### src/rtl/mem_access_unit.sv
// Request/ready initiator between the CPU32 execute stage and the single-port word RAM.
// Define ADDR_CHECK_EN to reject requests with cpu_addr >= MEM_SIZE before they reach the RAM.
module mem_access_unit #(
   parameter int unsigned TIMEOUT  = 16,
   parameter int unsigned MEM_SIZE = 1024
) (
   input  logic        clk,
   input  logic        rst,
   input  logic [31:0] cpu_addr,
   input  logic [31:0] cpu_wdata,
   input  logic        cpu_rd,
   input  logic        cpu_wr,
   output logic        busy,
   output logic        done,
   output logic [31:0] cpu_rdata,
   output logic [1:0]  fault,
   output logic [31:0] r_addr,
   output logic [31:0] w_addr,
   output logic [31:0] w_line,
   input  logic [31:0] r_line,
   output logic        read,
   output logic        write,
   input  logic        rrdy,
   input  logic        wrdy,
   input  logic        exc
);

   localparam int unsigned CW = $clog2(TIMEOUT);
   localparam logic [CW-1:0] LAST = CW'(TIMEOUT - 1);

   localparam logic [1:0] F_OK      = 2'b00;
   localparam logic [1:0] F_RD_EXC  = 2'b01;
   localparam logic [1:0] F_WR_EXC  = 2'b10;
   localparam logic [1:0] F_TIMEOUT = 2'b11;

   typedef enum logic [1:0] {IDLE, RD, WR, DONE} state_t;

   state_t        state;
   logic          swap;
   logic [CW-1:0] cnt;
   logic          oob;

`ifdef ADDR_CHECK_EN
   assign oob = (cpu_addr >= MEM_SIZE);
`else
   logic unused_mem_size;
   assign oob             = 1'b0;
   assign unused_mem_size = ^MEM_SIZE;
`endif

   always_ff @(posedge clk) begin
      if (rst) begin
         state     <= IDLE;
         swap      <= 1'b0;
         cnt       <= '0;
         busy      <= 1'b0;
         done      <= 1'b0;
         cpu_rdata <= '0;
         fault     <= F_OK;
         r_addr    <= '0;
         w_addr    <= '0;
         w_line    <= '0;
         read      <= 1'b0;
         write     <= 1'b0;
      end else begin
         case (state)
            IDLE: begin
               if (cpu_rd | cpu_wr) begin
                  r_addr <= cpu_addr;
                  w_addr <= cpu_addr;
                  w_line <= cpu_wdata;
                  swap   <= cpu_rd & cpu_wr;
                  cnt    <= '0;
                  busy   <= 1'b1;
                  fault  <= F_OK;
                  if (oob) begin
                     state <= DONE;
                     done  <= 1'b1;
                     fault <= cpu_rd ? F_RD_EXC : F_WR_EXC;
                  end else if (cpu_rd) begin
                     state <= RD;
                     read  <= 1'b1;
                  end else begin
                     state <= WR;
                     write <= 1'b1;
                  end
               end
            end
            RD: begin
               // exc at cnt==0 is left over from the previous access and is ignored
               if (rrdy) begin
                  cpu_rdata <= r_line;
                  read      <= 1'b0;
                  cnt       <= '0;
                  if (swap) begin
                     state <= WR;
                     write <= 1'b1;
                  end else begin
                     state <= DONE;
                     done  <= 1'b1;
                     fault <= F_OK;
                  end
               end else if (exc && cnt != '0) begin
                  read  <= 1'b0;
                  state <= DONE;
                  done  <= 1'b1;
                  fault <= F_RD_EXC;
               end else if (cnt == LAST) begin
                  read  <= 1'b0;
                  state <= DONE;
                  done  <= 1'b1;
                  fault <= F_TIMEOUT;
               end else begin
                  cnt <= cnt + CW'(1);
               end
            end
            WR: begin
               if (wrdy) begin
                  write <= 1'b0;
                  state <= DONE;
                  done  <= 1'b1;
                  fault <= F_OK;
               end else if (exc && cnt != '0) begin
                  write <= 1'b0;
                  state <= DONE;
                  done  <= 1'b1;
                  fault <= F_WR_EXC;
               end else if (cnt == LAST) begin
                  write <= 1'b0;
                  state <= DONE;
                  done  <= 1'b1;
                  fault <= F_TIMEOUT;
               end else begin
                  cnt <= cnt + CW'(1);
               end
            end
            DONE: begin
               done  <= 1'b0;
               busy  <= 1'b0;
               state <= IDLE;
            end
            default: state <= IDLE;
         endcase
      end
   end

endmodule
### config.mk
export PLATFORM = sky130hd
export DESIGN_NAME = mem_access_unit
export DESIGN_NICKNAME = d
export VERILOG_FILES = /design/src/rtl/mem_access_unit.sv
export SDC_FILE = /design/constraint.sdc
export NUM_CORES = 1
export LEC_CHECK = 0
export ABC_CLOCK_PERIOD_IN_PS = 2000
export CAP_MARGIN = 20
export CORE_UTILIZATION = 39
export DETAILED_ROUTE_END_ITERATION = 16
export PLACE_DENSITY = 0.86
export RECOVER_POWER = 50
export SYNTH_ARGS = -nofsm -noshare
export SYNTH_HDL_FRONTEND = slang
export SYNTH_SLANG_ARGS = --single-unit
### constraint.sdc
create_clock -name clk -period 2 [get_ports clk]
set_input_delay 0.2 -clock clk [delete_from_list [all_inputs] [get_ports clk]]
set_output_delay 0.2 -clock clk [all_outputs]
set_load 0.02 [all_outputs]
# == Word-level counts from Yosys, hierarchy flattened ==
# Index checks and enable logic that the tools add are counted.
# totals
reg_bits,109
inputBits,103
elab_cells,84
out_inout_bits,134
# classes
addsub,1
n_reduce_logical,14
n_eq_ne,13
n_mux,42
bitwise_logic,3
# op_table
cell,count
two-way mux 2 bit,13
two-way mux 4 bit,5
two-way mux 1 bit,17
inequality test 2 bit (second input constant),6
one-hot mux 4 bit (3 select lines),1
inequality test 4 bit (second input constant),2
one-hot mux 2 bit (4 select lines),1
AND reduction 2 bit,4
one-hot mux 1 bit (3 select lines),2
one-hot mux 2 bit (3 select lines),1
AND reduction 3 bit,2
AND reduction 6 bit,1
adder 4 x 1 -> 4 bit (second input constant),1
== test 2 bit (second input constant),2
== test 4 bit (second input constant),1
one-hot mux 1 bit (2 select lines),2
AND reduction 4 bit,1
nonzero test 2 bit,2
nonzero test 4 bit,1
inequality test 3 bit (second input constant),1
nonzero test 3 bit,1
== test 2 x 1 -> 1 bit (second input constant),1
logical NOT 2 bit,1
AND 1 bit,1
3 further kinds,3

# == Depth between registers and ports, before layout ==
# logic_depth
ltp_word,5
mapped_depth,8
ltp_nobuf,6

# == Worst setup path after synthesis ==
# No wires, ideal clock.
# synth_timing
path_kind,flip-flop to flip-flop
start,reg state[1]
end,reg state[1]
path_slack_ns,0.194
arrival_ns,1.675
synth_period_minus_slack_ns,1.806
path_stages_with_launch,9
required_ns,1.868
n_path_buf,2
setup_time_ns,0.132
cell_sequence,dfxtp_1 > inv_1 > ha_1 > clkbuf_1 > and2_1 > clkbuf_1 > or4_1 > nor2_1 > nor3_1
# synth_via
elab_chain_cells,4
word_cells_on_any_way,10
classes_between,eq/ne (4); mux (5); reduce/logical (1)
# synth_rtl
item,line,rtl
from (decl),38,state_t state;
from (signal assigned),53,state <= IDLE;
from (signal assigned),77,state <= DONE;
from (signal assigned),81,state <= RD;
two-way mux 2 bit (2 in series),--,
two-way mux 2 bit (on tied branches),--,
one-hot mux 2 bit (4 select lines),66,case (state)
# Parallel ways exist; a longest one is shown, timed or not.
# A chain may end at the register's enable or synchronous reset.

# == Worst setup path after layout ==
# layout_timing
start,reg state[0]
end,reg cnt[3]
# layout_via
elab_chain_cells,3
word_cells_on_any_way,8
classes_between,eq/ne (4); mux (1); reduce/logical (3)
# layout_rtl
item,line,rtl
"== test 2 bit, or another cell as far along",66,
inequality test 2 bit (no source line) / nonzero test 3 bit (equally long branches),--,
AND reduction 3 bit (no source line),--,
to (signal assigned),114,cnt <= cnt + CW'(1);
to (signal assigned),134,cnt <= cnt + CW'(1);
to (decl),40,logic [CW-1:0] cnt;
# Parallel ways exist; a longest one is shown, timed or not.

==> metrics.md <==
| Metric | Value |
|---|---|
| Post-synth EDFFs | `0` |
| Avg WL per Cell | `14.4 µm` |
| WHS Path Cells | `2` |
| Reg2reg end | `cnt[3]` |
| Detail Placement HPWL | `9.44 mm` |
| Crit. path cell count | `6` |
| Yosys cell types | `40` |
| Worst slew margin | `55.7%` |
| R2r startpoint | `state[0]` |
| Syn Inst Count | `564` |
| Combinational share of power | `43.3%` |
| CP max FO | `8` |
| Worst Hold End | `busy` |
| Hold Fails Final Rpt | `0` |
| Delay-heaviest family, CP | `simple AND/OR/NAND/NOR gates` |
| RSZ-0062 raised after global routing | `false` |
| Slew Viols, Final | `0` |
| Slowest cell on the critical path | `nor3b_4` |
| Net Count, Synth | `674` |
| Worst slack, placed | `137 ps` |
| Top FF cell, synth | `dfxtp_1` |
| Synth top area share | `49.4%` |
| Cell Int Power | `5.57 mW` |
| Worst R2R Setup Slack | `100 ps` |
| GRT Overall Usage | `21.2%` |
| CP Class | `reg -> reg` |
| Cts hold-fix bufs | `0` |
| Sequential Power Share | `32.7%` |
| Number of iterations in the first detailed-routing pass | `5` |
| Max Freq | `527 MHz` |
| Area delta synth->final | `60.4%` |
| Total wire length | `13.0 mm` |
| Clk_skew | `8.24 ps` |
| Nets | `867` |
| Antenna violations before repair | `0` |
| Final setup margin | `102 ps` |
| Final setup violation count | `0` |
| VDD IR max | `537 µV` |
| Chip width | `108 µm` |
| Full die area | `0.0118 mm²` |
| # DRC | `0` |
| Port Buffer Count | `236` |
| Hold Crit Class | `in -> reg` |
| Avg Cell Area, Syn | `7.84 µm²` |
| Largest net degree at the start of global routing | `66` |
| Clock network power share | `24.1%` |
| Hold Startpoint | `rst` |
| Die Y | `108 µm` |
| Max clock buf depth | `2` |
| Num CTS Buffers | `9` |
| Avg Vias per Cell | `4.98` |
| DRT iter0 DRCs | `211` |
| Met3 WL | `1.05 mm` |
| Asr flop ratio synth | `0%` |
| Worst-margin pin slew | `664 ps` |
| IO Count | `237` |
| CTS tree | `built` |
| Cells on worst reg2reg path | `6` |
| Leakage power | `2.98 nW` |
| Fill count | `891` |
| DR top layer | `met4` |
| Total congestion overflow | `0` |
| Total clock sinks | `109` |
| Initial core utilization | `40.4%` |
| Largest area contributor in the synthesized netlist | `dfxtp_1` |
| Routability cong. | `0.883` |
| CP required | `2250 ps` |
| Crit path DAT | `2150 ps` |
| First-pass GRT wire length | `19.7 mm` |
| Worst-path clk slew | `70 ps` |
| Dpl cell area | `0.00672 mm²` |
| Vias in the first global route | `4117` |
| Synth area leaders | `dfxtp_1 (49%), nand2_1 (17%), a21oi_1 (12%)` |
| Met1 WL | `5.03 mm` |
| Final min period | `1900 ps` |
| Share of cells above drive strength 1 | `4.99%` |
| Critical path launch point type | `flop` |
| Critical Path Max Stage Delay | `450 ps` |
| Via count | `4490` |
| Most common cell in the netlist | `nand2_1` |
| Cell area after synthesis | `0.00442 mm²` |
| Synth warnings | `0` |
| PostCTS Resize Cnt | `0` |
| Core Box Area | `0.0109 mm²` |
| Net Sw Power | `3.27 mW` |
| Final cycle utilization of the critical path | `94.9%` |
| PD cells | `1250 mW/mm²` |
| Worst path cell trace | `inv_1 -> ha_1 -> nor3b_4 -> nor2_1 -> a21o_1 -> nor3b_1` |
| CP Capture Type | `flop` |
| Worst skew pair latency | `340 ps` |
| Outcome | `complete, no violations` |
| DR WL met2 | `6.65 mm` |
| Final core utilization | `64.8%` |
| Seq/Total Area, Yosys | `49.4%` |
| H-tree level count | `3` |
| Post-route setup TNS | `0 ps` |
| Postcts setup bufs | `0` |
| Worst path bufs/invs | `1` |
| Ant diodes | `0` |
| Antenna Violating Nets Remaining | `0` |
| Max-cap violation count | `0` |
| Hold WS | `400 ps` |
| CTS root buffer | `clkbuf_16` |
| Design area | `0.00709 mm²` |
| Post-synth top cells | `nand2_1 (202), dfxtp_1 (109), a21oi_1 (105), buf_4 (32), clkbuf_1 (20)` |
| Sw Share | `37.0%` |
| Number of synthesized register bits | `109` |
| Row count | `38` |
[how the worst max path moves through the flow]
stage	start	end
4_1_cts	state[0]	cnt[3]
6_report	state[0]	cnt[3]
2_1_floorplan	state[1]	state[1]
3_3_place_gp	cpu_rd	write
3_5_place_dp	cpu_wr	cnt[3]
5_1_grt	state[0]	cnt[3]
[placed cells by master (no fill, tap or decap), types with 6 or more instances in the layout]
master	netlist	final
dfxtp_1	109	109
a21oi_1	105	105
clkdlybuf4s50_1	0	115
nand2_1	202	202
dlygate4sd3_1	0	120
nor2_1	7	6
inv_1	12	12
clkbuf_16	0	9
buf_4	32	11
ha_1	7	7
[kinds of logic after synthesis]
logic type,share of synthesized area [%]
buf+inv,9.71
mux,0.227
simple gates,21.9
flops,49.4
fa+ha+maj,1.98
compound gates,16.8
[power by group through the flow]
stage               combinational, mW  sequential [mW]  clock, mW
floorplan                        1.87             3.42          0
global placement                 3.90             2.92          0
detailed placement               4.00             2.96          0
CTS                              4.02             2.91       2.18
global route                     4.13             2.94       2.28
finish                           3.82             2.89       2.13
[registers in the layout, indices dropped and copies added (netlist names)]
signal / count
busy: 1
cnt: 4
cpu_rdata: 32
done: 1
fault: 2
read: 1
state: 2
swap: 1
w_addr: 32
w_line: 32
write: 1
[through the flow]
stage	power, mW	instances
2_1_floorplan	5.29	564
3_3_place_gp	6.82	886
3_5_place_dp	6.96	886
4_1_cts	9.12	902
5_1_grt	9.35	902
6_report	8.84	902
[metal layers]
layer / GRT usage [%] / vias to the layer above
met3: 5.91 / 25
met2: 38.5 / 196
li1: - / 2206
met5: 0 / -
met1: 23.2 / 2063
met4: 8.40 / 0
[area by class of cell]
cell class | instances | area (µm²) | area share [%]
Inverter | 12 | 45.0 | 0.636
Sequential cell | 109 | 2180 | 30.8
Tap cell | 140 | 175 | 2.47
Clock inverter | 6 | 134 | 1.89
Timing Repair Buffer | 249 | 2490 | 35.2
Clock buffer | 10 | 229 | 3.23
Multi-Input combinational cell | 376 | 1830 | 25.8
(Power assumes the default switching activity.)
